$ cat src/rtl/relm_code_loader_if.sv
// relm_code_loader_if: push-channel input and op-write/status outputs of the ReLM code loader.
interface relm_code_loader_if #(
    parameter int WID = 2,
    parameter int WAD = 8,
    parameter int WD  = 32,
    parameter int WOP = 5
);
    logic [WD:0]          push_d;
    logic                 push_retry;
    logic                 op_we_out;
    logic [WAD+WID-1:0]   op_wa_out;
    logic [WOP-1:0]       op_d_out;
    logic                 busy_out;
    logic                 done_out;
    logic                 err_out;
    modport master (output push_d, input push_retry, op_we_out, op_wa_out, op_d_out, busy_out, done_out, err_out);
    modport slave (input push_d, output push_retry, op_we_out, op_wa_out, op_d_out, busy_out, done_out, err_out);
endinterface

$ cat src/rtl/relm_code_loader.sv
// relm_code_loader: decodes ADDR/COUNT/payload/CHECK frames from a push channel into op-memory writes.
module relm_code_loader #(
    parameter int WID = 2,
    parameter int WAD = 8,
    parameter int WD  = 32,
    parameter int WOP = 5
) (
    input  logic                clk,
    input  logic                reset_in,
    relm_code_loader_if.slave   bus
);
    localparam int WA = WAD + WID;
    typedef enum logic [1:0] {IDLE, COUNT, DATA, CHECK} state_t;
    state_t           r_state, w_state;
    logic [WA-1:0]    r_addr, w_addr, r_wa, w_wa;
    logic [WA:0]      r_cnt, w_cnt;
    logic [WD-2:0]    r_sum, w_sum;
    logic [WOP-1:0]   r_d, w_d;
    logic             r_we, w_we, r_busy, r_done, w_done, r_err, w_err;
    logic             w_acc;
    logic [WD-1:0]    w_word;
    logic [WD-2:0]    w_s;
    assign w_acc  = bus.push_d[WD];
    assign w_word = bus.push_d[WD-1:0];
    assign w_s    = w_word[WD-2:0];
    always_comb begin
        w_state = r_state;
        w_addr  = r_addr;
        w_cnt   = r_cnt;
        w_sum   = r_sum;
        w_we    = 1'b0;
        w_wa    = r_wa;
        w_d     = r_d;
        w_done  = 1'b0;
        w_err   = r_err;
        // An abort word only means something mid-frame; in IDLE it is a resync marker.
        if (w_acc && w_word[WD-1]) begin
            if (r_state != IDLE) begin
                w_state = IDLE;
                w_err   = 1'b1;
            end
        end else if (w_acc) begin
            case (r_state)
                IDLE: begin
                    w_addr  = w_word[WA-1:0];
                    w_sum   = w_s;
                    w_err   = 1'b0;
                    w_state = COUNT;
                end
                COUNT: begin
                    w_cnt   = w_word[WA:0];
                    w_sum   = r_sum ^ w_s;
                    w_state = |w_word[WA:0] ? DATA : CHECK;
                end
                DATA: begin
                    w_we    = 1'b1;
                    w_wa    = r_addr;
                    w_d     = w_word[WOP-1:0];
                    w_sum   = r_sum ^ w_s;
                    w_addr  = r_addr + WA'(1);
                    w_cnt   = r_cnt - (WA+1)'(1);
                    w_state = (r_cnt == (WA+1)'(1)) ? CHECK : DATA;
                end
                default: begin
                    w_done  = (w_s == r_sum);
                    w_err   = r_err | (w_s != r_sum);
                    w_state = IDLE;
                end
            endcase
        end
    end
    always_ff @(posedge clk) begin
        if (reset_in) begin
            r_state <= IDLE;
            r_addr  <= '0;
            r_cnt   <= '0;
            r_sum   <= '0;
            r_we    <= 1'b0;
            r_wa    <= '0;
            r_d     <= '0;
            r_busy  <= 1'b0;
            r_done  <= 1'b0;
            r_err   <= 1'b0;
        end else begin
            r_state <= w_state;
            r_addr  <= w_addr;
            r_cnt   <= w_cnt;
            r_sum   <= w_sum;
            r_we    <= w_we;
            r_wa    <= w_wa;
            r_d     <= w_d;
            r_busy  <= (w_state != IDLE);
            r_done  <= w_done;
            r_err   <= w_err;
        end
    end
    assign bus.push_retry = reset_in;
    assign bus.op_we_out  = r_we;
    assign bus.op_wa_out  = r_wa;
    assign bus.op_d_out   = r_d;
    assign bus.busy_out   = r_busy;
    assign bus.done_out   = r_done;
    assign bus.err_out    = r_err;
endmodule

$ cat src/flat_wrapper.sv
// flat-port wrapper written by rule: the top's interface ports become plain ports
module relm_code_loader_flat 
#(
    parameter int WID = 2,
    parameter int WAD = 8,
    parameter int WD  = 32,
    parameter int WOP = 5
)
  (clk, reset_in, bus_push_d, bus_push_retry, bus_op_we_out, bus_op_wa_out, bus_op_d_out, bus_busy_out, bus_done_out, bus_err_out);
  relm_code_loader_if #(.WID(WID), .WAD(WAD), .WD(WD), .WOP(WOP)) bus_i ();
  input  logic clk;
  input  logic reset_in;
  input wire logic [$bits(bus_i.push_d)-1:0] bus_push_d;
  output wire logic [$bits(bus_i.push_retry)-1:0] bus_push_retry;
  output wire logic [$bits(bus_i.op_we_out)-1:0] bus_op_we_out;
  output wire logic [$bits(bus_i.op_wa_out)-1:0] bus_op_wa_out;
  output wire logic [$bits(bus_i.op_d_out)-1:0] bus_op_d_out;
  output wire logic [$bits(bus_i.busy_out)-1:0] bus_busy_out;
  output wire logic [$bits(bus_i.done_out)-1:0] bus_done_out;
  output wire logic [$bits(bus_i.err_out)-1:0] bus_err_out;
  assign bus_i.push_d = bus_push_d;
  assign bus_push_retry = bus_i.push_retry;
  assign bus_op_we_out = bus_i.op_we_out;
  assign bus_op_wa_out = bus_i.op_wa_out;
  assign bus_op_d_out = bus_i.op_d_out;
  assign bus_busy_out = bus_i.busy_out;
  assign bus_done_out = bus_i.done_out;
  assign bus_err_out = bus_i.err_out;
  relm_code_loader #(.WID(WID), .WAD(WAD), .WD(WD), .WOP(WOP)) u_core (.clk(clk), .reset_in(reset_in), .bus(bus_i));
endmodule
$ cat config.mk
export PLATFORM = sky130hd
export DESIGN_NAME = relm_code_loader_flat
export DESIGN_NICKNAME = d
export VERILOG_FILES = /design/src/rtl/relm_code_loader_if.sv /design/src/rtl/relm_code_loader.sv /design/src/flat_wrapper.sv
export SDC_FILE = /design/constraint.sdc
export NUM_CORES = 1
export LEC_CHECK = 0
export CAP_MARGIN = 0
export CORE_MARGIN = 3
export CORE_UTILIZATION = 34
export DETAILED_ROUTE_END_ITERATION = 8
export PLACE_DENSITY_LB_ADDON = 0.25
export SYNTH_ARGS = -nofsm -noshare
export SYNTH_HDL_FRONTEND = slang
export SYNTH_SLANG_ARGS = --single-unit
$ cat constraint.sdc
create_clock -name clk -period 2.3 [get_ports clk]
set_input_delay 0.23 -clock clk [delete_from_list [all_inputs] [get_ports clk]]
set_output_delay 0.23 -clock clk [all_outputs]
set_load 0.1 [all_outputs]
==> qor.csv <==
metric;value;unit
Initial Util;0.354;
Seq cells post-synth;73;
vias in the first global route;3477;
outcome;completed;
max-slew violations;0;
Routed WL;10.4;mm
Row Count;39;
clock power share;0.425;
Sum Neg Setup Slack;0;ns
max_slew headroom;0.627;
Cell Area, Synth;0.00411;mm^2
CTS root buf;clkbuf_16;
Post-CTS Setup Bufs;0;
PwrDens;657;mW/mm^2
internal power;2.43;mW
Mapped Nets;568;
sequential share of the synthesized area;0.356;
Min Hold Slack;0.250;ns
synth top area cells;dfxtp_1, a21oi_1, mux2i_1, xnor2_1, nand2_1;
final instance area;0.00502;mm^2
first-pass GRT wire length;16.9;mm
part of the power in registers;0.420;
maxcap violations;0;
Hold WC Path Type;input pin to register;
critical path fanouts, max;20;
initial antenna violation count;0;
vias post-DR;3821;
WS Path Type;register to register;
core area;0.0116;mm^2
Syn. warnings;0;
Num CTS Buffers;9;
clock skew;0.00544;ns
Comb pwr share;0.155;
vias per cell;5.35;
TritonCTS Sinks;73;
Non-Filler Instances;714;
Max Freq;546;MHz
min Tclk post-route;1.83;ns
largest net degree at the start of global routing;64;
antenna diode count;0;
Max VDD drop;0.529;mV
Worst Setup End Kind;register;
1st-iter DRT viols;237;
Port Buf Inserts;54;
share of layout cells above drive strength 1;0.0841;
Clock transition at path regs;0.06;ns
Syn Inst Count;526;
gr ovfl total;0;
CTS tree;done;
die area;0.0134;mm^2
Switching Power;0.869;mW
CP required;2.57;ns
DR pass1 iterations;4;
setup slack at placement;0.301;ns
latest clock arrival within the worst-skew pair;0.34;ns
area share of the largest cell type after synthesis;0.356;
top post-synthesis cells by count;a21oi_1, dfxtp_1, nand2_1;
final setup vio count;0;
GPL Wtd Cong;0.854;
final core occ;0.432;
ANT nets after route;0;
post-synth cell types;45;
number of cells after detailed placement;698;
Top FF cell, synth;dfxtp_1;
# nets final;608;
die width;116;um
Max clock buf depth;2;
Post-DP Area;0.00473;mm^2
fin crit share;0.796;
Post-synth EDFFs;0;
Post-synth ARST share;0;
Final Hold Violating Endpoints;0;
Pwr Total;3.30;mW
WP data arrival;2.10;ns
IO Pins;55;
DRC;0;
number of gates resized after cts;0;
H-tree depth;3;
Mapped Avg Cell Area;7.81;um^2
RSZ-0062 raised after global routing;no;
P&R area growth vs syn;22.2;%
CTS Hold Bufs;0;
CP startpoint kind;register;
worst setup margin;0.469;ns
Least-Margin Pin Slew;0.560;ns
Post-DP HPWL;7.32;mm
area leader, netlist;dfxtp_1;
Static Leak;1.76;nW
post-DR wirelength/cell;14.6;um
Die H;116;um
Switching Share;0.264;
GRT Total Usage;0.160;
-- cells in the final DEF (no fill, tap or decap), types with 3 or more instances in the layout --
master,instances
a21oi_1,73
dfxtp_1,73
nand2_1,72
o21ai_0,52
nor2b_1,41
mux2i_1,33
clkdlybuf4s50_1,33
buf_4,32
xnor2_1,31
nor2_1,17
nor3_1,10
nor4_1,10
nand4_1,9
clkbuf_16,9
ha_1,7
a31oi_1,6
inv_1,5
o21ai_1,4
and3_1,3
nand3_1,3
nand2b_1,3
nor4b_1,3
clkbuf_1,3
-- final timing paths --
kind,slack (ns),startpoint,cells after the start,to
worst max-delay path,0.47,u_core.r_state[0]$_SDFF_PP0_,7,u_core.r_cnt[3]$_SDFFE_PP0P_
worst min-delay path,0.25,reset_in,2,u_core.r_sum[11]$_SDFFE_PP0P_
worst max register to register,0.47,u_core.r_state[0]$_SDFF_PP0_,7,u_core.r_cnt[3]$_SDFFE_PP0P_
worst min register to register,0.45,u_core.bus.op_wa_out[3]$_SDFFE_PP0P_,2,u_core.bus.op_wa_out[3]$_SDFFE_PP0P_
-- cells by family after synthesis --
| logic type | share of synthesized area |
|---|---|
| AND/OR/NAND/NOR | 0.239 |
| AO/OA/AOI/OAI | 0.195 |
| flip-flops | 0.356 |
| buffers and inverters | 0.0417 |
| multiplexers | 0.0804 |
| XOR/XNOR | 0.0661 |
| adder cells (fa/ha/maj) | 0.0213 |
-- routing by layer --
layer	up-vias	wire length, um	track usage
met4	0	222	0.0642
met1	1799	4700	0.202
li1	1923	-	-
met3	18	428	0.0413
met2	81	5060	0.259
met5	-	0	0
-- power groups by stage --
stage               clock network, mW  logic (mW)  registers (mW)
floorplan                           0       0.324            1.42
global placement                    0       0.503            1.41
detailed placement                  0       0.515            1.41
CTS                              1.43       0.517            1.38
global route                     1.50       0.563            1.39
finish                           1.40       0.511            1.38
-- flip-flops by register name, indices dropped and copies added, names as in the netlist --
name,cells
u_core.r_sum,31
u_core.r_cnt,11
u_core.bus.op_wa_out,10
u_core.r_addr,10
u_core.bus.op_d_out,5
u_core.r_state,2
u_core.bus.busy_out,1
u_core.bus.done_out,1
u_core.bus.err_out,1
u_core.bus.op_we_out,1
-- layout make-up --
cell class	count	area [um^2]
fillers	1179	6600
multi-input cells	410	2470
flip-flops and latches	73	1460
repair buffers	67	596
clock buffers	13	250
well taps	143	179
clock inverters	3	40.0
inverters	5	18.8
-- worst max-delay path, stage by stage, from the launching register on --
cell	delay (ns)
dfxtp_1	0.35
inv_1	0.10
ha_1	0.28
buf_4	0.29
nor2b_1	0.19
nor4b_1	0.27
o21ai_0	0.12
a21oi_1	0.15
Power figures use the tool's default switching activity.
